==> src/rtl/multiplexador_arbitrado.sv <==
// multiplexador_arbitrado: N-channel registered multiplexer with valid/ready
// handshakes, fixed selection or round-robin arbitration among requesters.
module multiplexador_arbitrado #(
    parameter int LARGURA = 16,
    parameter int N       = 8,
    parameter int SEL     = $clog2(N)
) (
    input  logic                 clock,
    input  logic                 reset_n,
    input  logic [N*LARGURA-1:0] entradas,
    input  logic [N-1:0]         validos,
    output logic [N-1:0]         prontos,
    input  logic                 modo,
    input  logic [SEL-1:0]       controle,
    output logic [LARGURA-1:0]   saida,
    output logic                 saida_valida,
    input  logic                 saida_pronta,
    output logic [SEL-1:0]       canal,
    output logic                 erro_sel
);

    logic [LARGURA-1:0] r_saida;
    logic               r_valida;
    logic [SEL-1:0]     r_canal;
    logic               r_erro;
    logic [SEL-1:0]     r_ptr;

    logic               w_carregar;
    logic               w_fora;
    logic [N-1:0]       w_grant;
    logic [SEL-1:0]     w_idx;
    logic [SEL:0]       w_rr;
    logic               w_transfer;
    logic [SEL-1:0]     w_ptr_prox;
    logic [LARGURA-1:0] w_dado;

    // Scans ptr, ptr+1 .. N-1, 0 .. ptr-1 and returns {found, index} of the first
    // requester; the wrap is modulo N so non-power-of-two counts behave.
    function automatic logic [SEL:0] buscaRoundRobin(input logic [N-1:0] v,
                                                      input logic [SEL-1:0] p);
        logic [SEL:0] res;
        int           idx;
        res = '0;
        for (int k = N - 1; k >= 0; k--) begin
            idx = int'(p) + k;
            if (idx >= N) idx = idx - N;
            if (v[idx]) res = {1'b1, idx[SEL-1:0]};
        end
        return res;
    endfunction

    assign w_carregar = ~r_valida | saida_pronta;
    assign w_fora     = (int'(controle) >= N);
    assign w_rr       = buscaRoundRobin(validos, r_ptr);

    // Grant selection: one-hot (or empty) grant plus the index it points to.
    always_comb begin
        w_grant = '0;
        w_idx   = '0;
        if (!modo) begin
            if (!w_fora) begin
                w_grant[controle] = validos[controle];
                w_idx             = controle;
            end
        end else begin
            w_idx = w_rr[SEL-1:0];
            if (w_rr[SEL]) w_grant[w_rr[SEL-1:0]] = 1'b1;
        end
    end

    assign prontos    = w_grant & {N{w_carregar}} & {N{reset_n}};
    assign w_transfer = |(validos & prontos);
    assign w_dado     = entradas[w_idx*LARGURA +: LARGURA];
    assign w_ptr_prox = (int'(w_idx) + 1 == N) ? '0 : w_idx + SEL'(1);

    // Output register: load on transfer (replacing any drained word), otherwise
    // drop the valid flag once the consumer takes the held word.
    always_ff @(posedge clock or negedge reset_n) begin
        if (!reset_n) begin
            r_saida  <= '0;
            r_valida <= 1'b0;
            r_canal  <= '0;
            r_ptr    <= '0;
        end else begin
            if (w_transfer) begin
                r_saida  <= w_dado;
                r_canal  <= w_idx;
                r_valida <= 1'b1;
                if (modo) r_ptr <= w_ptr_prox;
            end else if (saida_pronta && r_valida) begin
                r_valida <= 1'b0;
            end
        end
    end

    // Sticky flag for an out-of-range fixed selection; only reset clears it.
    always_ff @(posedge clock or negedge reset_n) begin
        if (!reset_n) begin
            r_erro <= 1'b0;
        end else if (!modo && w_fora) begin
            r_erro <= 1'b1;
        end
    end

    assign saida        = r_saida;
    assign saida_valida = r_valida;
    assign canal        = r_canal;
    assign erro_sel     = r_erro;

endmodule

==> config.mk <==
export PLATFORM = sky130hd
export DESIGN_NAME = multiplexador_arbitrado
export DESIGN_NICKNAME = d
export VERILOG_FILES = /design/src/rtl/multiplexador_arbitrado.sv
export SDC_FILE = /design/constraint.sdc
export NUM_CORES = 1
export LEC_CHECK = 0
export ABC_AREA = 1
export CAP_MARGIN = 20
export CORE_AREA = 5 5 90 100
export DETAILED_ROUTE_END_ITERATION = 12
export DIE_AREA = 0 0 95 105
export DONT_BUFFER_PORTS = 1
export HOLD_SLACK_MARGIN = 0.05
export MAX_ROUTING_LAYER = met4
export PLACE_DENSITY = 0.61
export RECOVER_POWER = 50
export SYNTH_ARGS = -nofsm -noshare
export SYNTH_HDL_FRONTEND = slang
export SYNTH_SLANG_ARGS = --single-unit
==> constraint.sdc <==
create_clock -name clock -period 2.9 [get_ports clock]
set_input_delay 0.58 -clock clock [delete_from_list [all_inputs] [get_ports clock]]
set_output_delay 0.58 -clock clock [all_outputs]
set_load 0.005 [all_outputs]
# Word level (Yosys, flattened, before mapping)
# Index checks and enable logic that the tools add are counted.
[op_classes]
n_addsub = 17
bitwise_logic = 6
n_reduce_logical = 6
mux = 52
n_shift = 1
eq_ne = 1
n_lt_le_gt_ge = 20
[op_table]
columns = ["operator", "n"]
rows = [
  ["32-bit by 5-bit less-than comparator with 1-bit output (second input constant)", 8],
  ["32-bit two-way mux", 8],
  ["128-bit by 8-bit variable part select with 16-bit output", 1],
  ["4-bit by 4-bit subtractor with 5-bit output (second input constant)", 7],
  ["8-bit AND", 4],
  ["4-bit two-way mux", 8],
  ["4-bit greater-or-equal comparator (second input constant)", 7],
  ["1-bit binary-select mux with 3-bit select", 9],
  ["1-bit two-way mux", 21],
  ["3-bit by 3-bit adder with 4-bit output (second input constant)", 4],
  ["8-bit two-way mux", 2],
  ["3-bit by 1-bit adder with 4-bit output (second input constant)", 2],
  ["3-bit by 2-bit adder with 4-bit output (second input constant)", 2],
  ["3-bit by 4-bit less-than comparator with 1-bit output (second input constant)", 2],
  ["8-bit OR reduction", 1],
  ["1-bit demux with 3-bit select", 2],
  ["3-bit by 1-bit greater-or-equal comparator with 1-bit output (second input constant)", 2],
  ["3-bit two-way mux", 2],
  ["3-bit by 4-bit subtractor with 5-bit output (second input constant)", 1],
  ["4-bit equality test (second input constant)", 1],
  ["3-bit by 4-bit greater-or-equal comparator with 1-bit output (second input constant)", 1],
  ["3-bit by 1-bit adder with 3-bit output (second input constant)", 1],
  ["1-bit logical AND", 3],
  ["2-bit AND reduction", 1],
  ["other kinds (3)", 3],
]
[totals]
wordCells = 107
output_inout_bits = 29
reg_bits = 23

# Longest topological paths before layout
[depth]
word_depth = 25
ltp_mapped = 27
depth_no_buf = 25

# Worst setup path before layout
# Ideal clock, no wire load.
[synth_timing]
path_type = "register to register"
start = "reg r_ptr[1]"
end = "reg r_ptr[2]"
path_buffers = 3
path_stages_with_launch = 23
arrival_ns = 2.690
setup_ns = 0.065
setup_slack_ns = 0.145
synth_period_minus_slack_ns = 2.755
cell_sequence = "dfrtp_1 -> buf_4 -> inv_4 -> ha_1 -> buf_2 -> inv_2 -> nand3_1 -> nand3_1 -> nand2_1 -> inv_2 -> nand3_1 -> nand3_1 -> nand2_1 -> nand2_1 -> nand2_1 -> nand2_1 -> nand2_2 -> o21ai_2 -> buf_2 -> ha_1 -> xnor2_1 -> nand3_1 -> nand2_1"
[synth_lines]
columns = ["item", "line", "source"]
rows = [
  ["start, declared", "26", "logic [SEL-1:0] r_ptr;"],
  ["start signal, assigned", "89", "if (modo) r_ptr <= w_ptr_prox;"],
  ["3-bit by 3-bit adder with 4-bit output", "45", "idx = int'(p) + k;"],
  ["4-bit by 4-bit subtractor with 5-bit output / 4-bit greater-or-equal comparator (equally long branches)", "46", "if (idx >= N) idx = idx - N;"],
  ["32-bit two-way mux", "46", ""],
  ["1-bit binary-select mux with 3-bit select", "47", "if (v[idx]) res = {1'b1, idx[SEL-1:0]};"],
  ["1-bit two-way mux (not written as such) (2 in series)", "47", ""],
  ["4-bit two-way mux (7 in series)", "47", ""],
  ["4-bit two-way mux (*)", "47", ""],
  ["3-bit two-way mux (*)", "60", "if (!modo) begin"],
  ["named net w_idx[1]", "31", "logic [SEL-1:0] w_idx;"],
  ["3-bit by 1-bit adder with 4-bit output", "74", "assign w_ptr_prox = (int'(w_idx) + 1 == N) ? '0 : w_idx + SEL'(1);"],
  ["4-bit equality test", "74", ""],
  ["3-bit two-way mux (*)", "74", ""],
]
# The timed path passes the listed nets; every way through them passes the cells marked *. The select of a mux whose other input is x is not followed.
# A chain may end at the register's enable or synchronous reset.

# Worst setup path after layout
[layout_timing]
start = "reg r_ptr[1]"
end = "out prontos[2]"
[layout_via]
elab_chain_cells = 22
[layout_lines]
columns = ["item", "line", "source"]
rows = [
  ["3-bit by 3-bit adder with 4-bit output", "45", ""],
  ["4-bit by 4-bit subtractor with 5-bit output / 4-bit greater-or-equal comparator (equally long branches)", "46", ""],
  ["32-bit two-way mux", "46", ""],
  ["1-bit binary-select mux with 3-bit select", "47", ""],
  ["1-bit two-way mux (not written as such) (2 in series)", "47", ""],
  ["4-bit two-way mux (7 in series)", "47", ""],
  ["4-bit two-way mux (*)", "47", ""],
  ["3-bit by 4-bit less-than comparator with 1-bit output (not written as such) / 3-bit by 1-bit greater-or-equal comparator with 1-bit output (equally long branches)", "67", "if (w_rr[SEL]) w_grant[w_rr[SEL-1:0]] = 1'b1;"],
  ["1-bit logical AND (not written as such)", "67", ""],
  ["1-bit two-way mux (not written as such)", "67", ""],
  ["1-bit demux with 3-bit select", "67", ""],
  ["8-bit two-way mux (*)", "67", ""],
  ["8-bit two-way mux (*)", "60", ""],
  ["8-bit AND (*) (2 in series)", "71", "assign prontos = w_grant & {N{w_carregar}} & {N{reset_n}};"],
  ["end, declared", "12", "output logic [N-1:0] prontos,"],
]
# Mark *: on every way between the ends. The rest lies on a longest branch, timed or not. The select of a mux whose other input is x is not followed.

==> reports/results.ini <==
[outcome]
outcome=complete, but fails checks
violations=negative setup slack

[die]
design.die.area_sq_um=9980
core_sq_um=7830
initial_core_util_pct=39.3
die-width_um=95
rows=34
die_y_um=105
io_pins=172

[power]
max-vdd-ir-drop_uv=621
p_leak_nw=2.17
sw_frac_of_total_pct=55.9
switching_power_mw=3.93
clkPwrFrac_pct=2.9
pwr-share-comb_pct=87.7
power_density_nw_per_um2=1700
cell_internal_pwr_mw=3.11
seqPwrFrac_pct=9.4

[worst_hold_path]
hold_path_class=in -> reg
hp-start=modo
whs_path_depth=2
min_to=r_ptr[2]

[place]
place_ws_ps=-60.1
place_congestion=1.01
place_hpwl_um=9740
io_buffers=0

[yosys]
yosysUniqueCellTypes=25
synth_cells=586
seq_area_frac_synth_pct=18.7
ys_ff_latch=23
synth_area_per_cell_sq_um=5.25
synth_fp_nets=732
synth_area_sq_um=3080
yosys_warnings=0

[sta]
finalHoldWorstSlack_ps=448
finClkSkew_ps=6.32
finalHoldViolCount=0
drv_slew=0
setup-tns-final_ps=-2170
finalSetupViolCount=26
slew_headroom_pct=26.6
tightestPinTransition_ps=1100
rsz0062_at_grt=yes
fin_ws_ps=-149
period_minus_slack_ps=3050
fmax_mhz=328
period_share_pct=105

[layout]
antennaDiodeCount=0
drive_above_1_share_pct=28.7
layout_commonest_cell=nand2_1
areaGrowthSynthToFinish_pct=35.0
layout_common_cells=nand2_1 (268), nand3_1 (97), nand3_2 (38)
nNetsFinal=760
final_util_pct=53.1

[grt]
grt_use_total_pct=25.0
grt_pass1_vias=3802
grt_pass1_wl_um=18900
antenna_found_initial=0
grt_max_degree=57
overflow=0

[clocking]
cts-buffers-inserted=3
htree_levels=1
clk_latency_ps=270
clockRootBuffer=clkbuf_8
clk_path_buf_depth=2
cts_tree=yes
clkSlewWorstSetupHoldPaths_ps=80
cts_sinks=23

[drt]
wl_per_cell_um=18.0
num_vias=3997
vias_per_cell=5.54
drt_iter0_drc=290
detail_route.wirelength_um=13000
drc=0
drt_first_pass_iters=5
final_antenna_net_count=0

[worst_setup_path]
critPathSlowestCell=dfrtp_1
cpMostUsedCell=nand2_1
crit_arrival_ps=2470
worstReg2RegEnd=saida[13]
ff2ff_setup_slack_ps=-150
r2r_cells=25
critPathKind=reg -> out
end_kind=primary output
start_kind=flip-flop
cp.required_ps=2320
crit_fanout=6
cpPeakStageDelay_ps=410
cp_cell_sequence=inv_4 > ha_4 > inv_6 > nand3_4 > nand3_4 > nand2_2 > inv_2 > nor2_2 > nand2_1 > nand3_2 > nand2_1 > nand2_1 > nand2_2 > a21oi_4 > nand3_2 > nand2_1 > nand2_2 > buf_4 > inv_2
rr_startpoint=r_ptr[1]

[job]
drv_cap=0

==> timing repair <==
action | in CTS | in global routing
endpoints found under the hold margin | 23 | 0
cloned | 4 | 3
pin swaps | 28 | 39
hold buffers | 1 | 0
resized for setup | 60 | 75
setup buffers | 14 | 5
endpoints found under the setup margin | 31 | 31
==> kinds of logic after synthesis <==
kind of cell / Yosys count / share of synthesized area, %
simple gates: 460 / 62.8
other cells: 1 / 0.122
buf+inv: 75 / 12.1
compound gates: 23 / 4.80
fa+ha+maj: 3 / 1.22
flops: 23 / 18.7
xor+xnor: 1 / 0.285
==> metrics by stage <==
step	std cells	total power, mW	cell area (sq um)
after floorplan	586	3.88	3080
after CTS	715	6.24	3790
after global placement	693	5.12	3310
after global routing	721	7.68	4150
after detailed placement	693	5.15	3310
final	721	7.04	4150
==> cells in the mapped netlist, drive strengths merged <==
cell type | instances | area share [%]
inv | 42 | 5.2
nand4 | 3 | 0.61
nor2 | 9 | 1.2
ha | 3 | 1.2
buf | 30 | 6.5
conb | 1 | 0.12
clkbuf | 3 | 0.37
o211ai | 2 | 0.49
nand2 | 303 | 37
xnor2 | 1 | 0.28
nor4 | 1 | 0.20
dfrtp | 23 | 19
a21boi | 2 | 0.49
nand3 | 144 | 23
o21ai | 4 | 1.3
a21oi | 15 | 2.6
==> registers in the layout (all words and copies together) (netlist names) <==
name and cells:
saida 16, saida_valida 1, canal 3, r_ptr 3
==> worst max-delay path: cells and delay by family, from the launching register on <==
kind / cells / cell delay [ps]
and+or+nand+nor: 12 / 910
DFF: 1 / 410
buffers and inverters: 5 / 360
adders and majority gates: 1 / 330
AOI/OAI and AO/OA: 1 / 180
==> power by group through the flow <==
stage | clock [mW] | sequential, mW | combinational [mW]
after CTS | 0.203 | 0.662 | 5.37
after detailed placement | 0 | 0.665 | 4.49
after global placement | 0 | 0.665 | 4.45
after floorplan | 0 | 0.590 | 3.29
after global routing | 0.220 | 0.674 | 6.79
final | 0.204 | 0.660 | 6.18
==> how the worst max path moves through the flow <==
stage,from,to,slack [ps],depth (start not counted)
floorplan,r_ptr[1],r_ptr[2],140,22
global placement,r_ptr[1],saida[4],-30,24
detailed placement,r_ptr[1],r_ptr[0],-60,25
CTS,r_ptr[1],prontos[4],-100,21
global route,r_ptr[0],saida[13],-290,25
finish,r_ptr[1],prontos[2],-150,19
==> area by class of cell <==
type | instances | area, sq um
multi-input cells | 488 | 2610
repair buffers | 56 | 617
inverters | 42 | 168
well taps | 108 | 135
clock buffers | 4 | 45.0
flip-flops and latches | 23 | 577
fillers | 812 | 3670
==> metal layers <==
metal	track usage (%)	part of all wire [%]	vias up
met5	-	0	-
met4	5.67	2.3	0
met3	3.38	7.0	26
met2	46.0	53	185
met1	28.1	37	1859
li1	-	-	1927
Note: power is estimated with default switching activity, not from simulation.
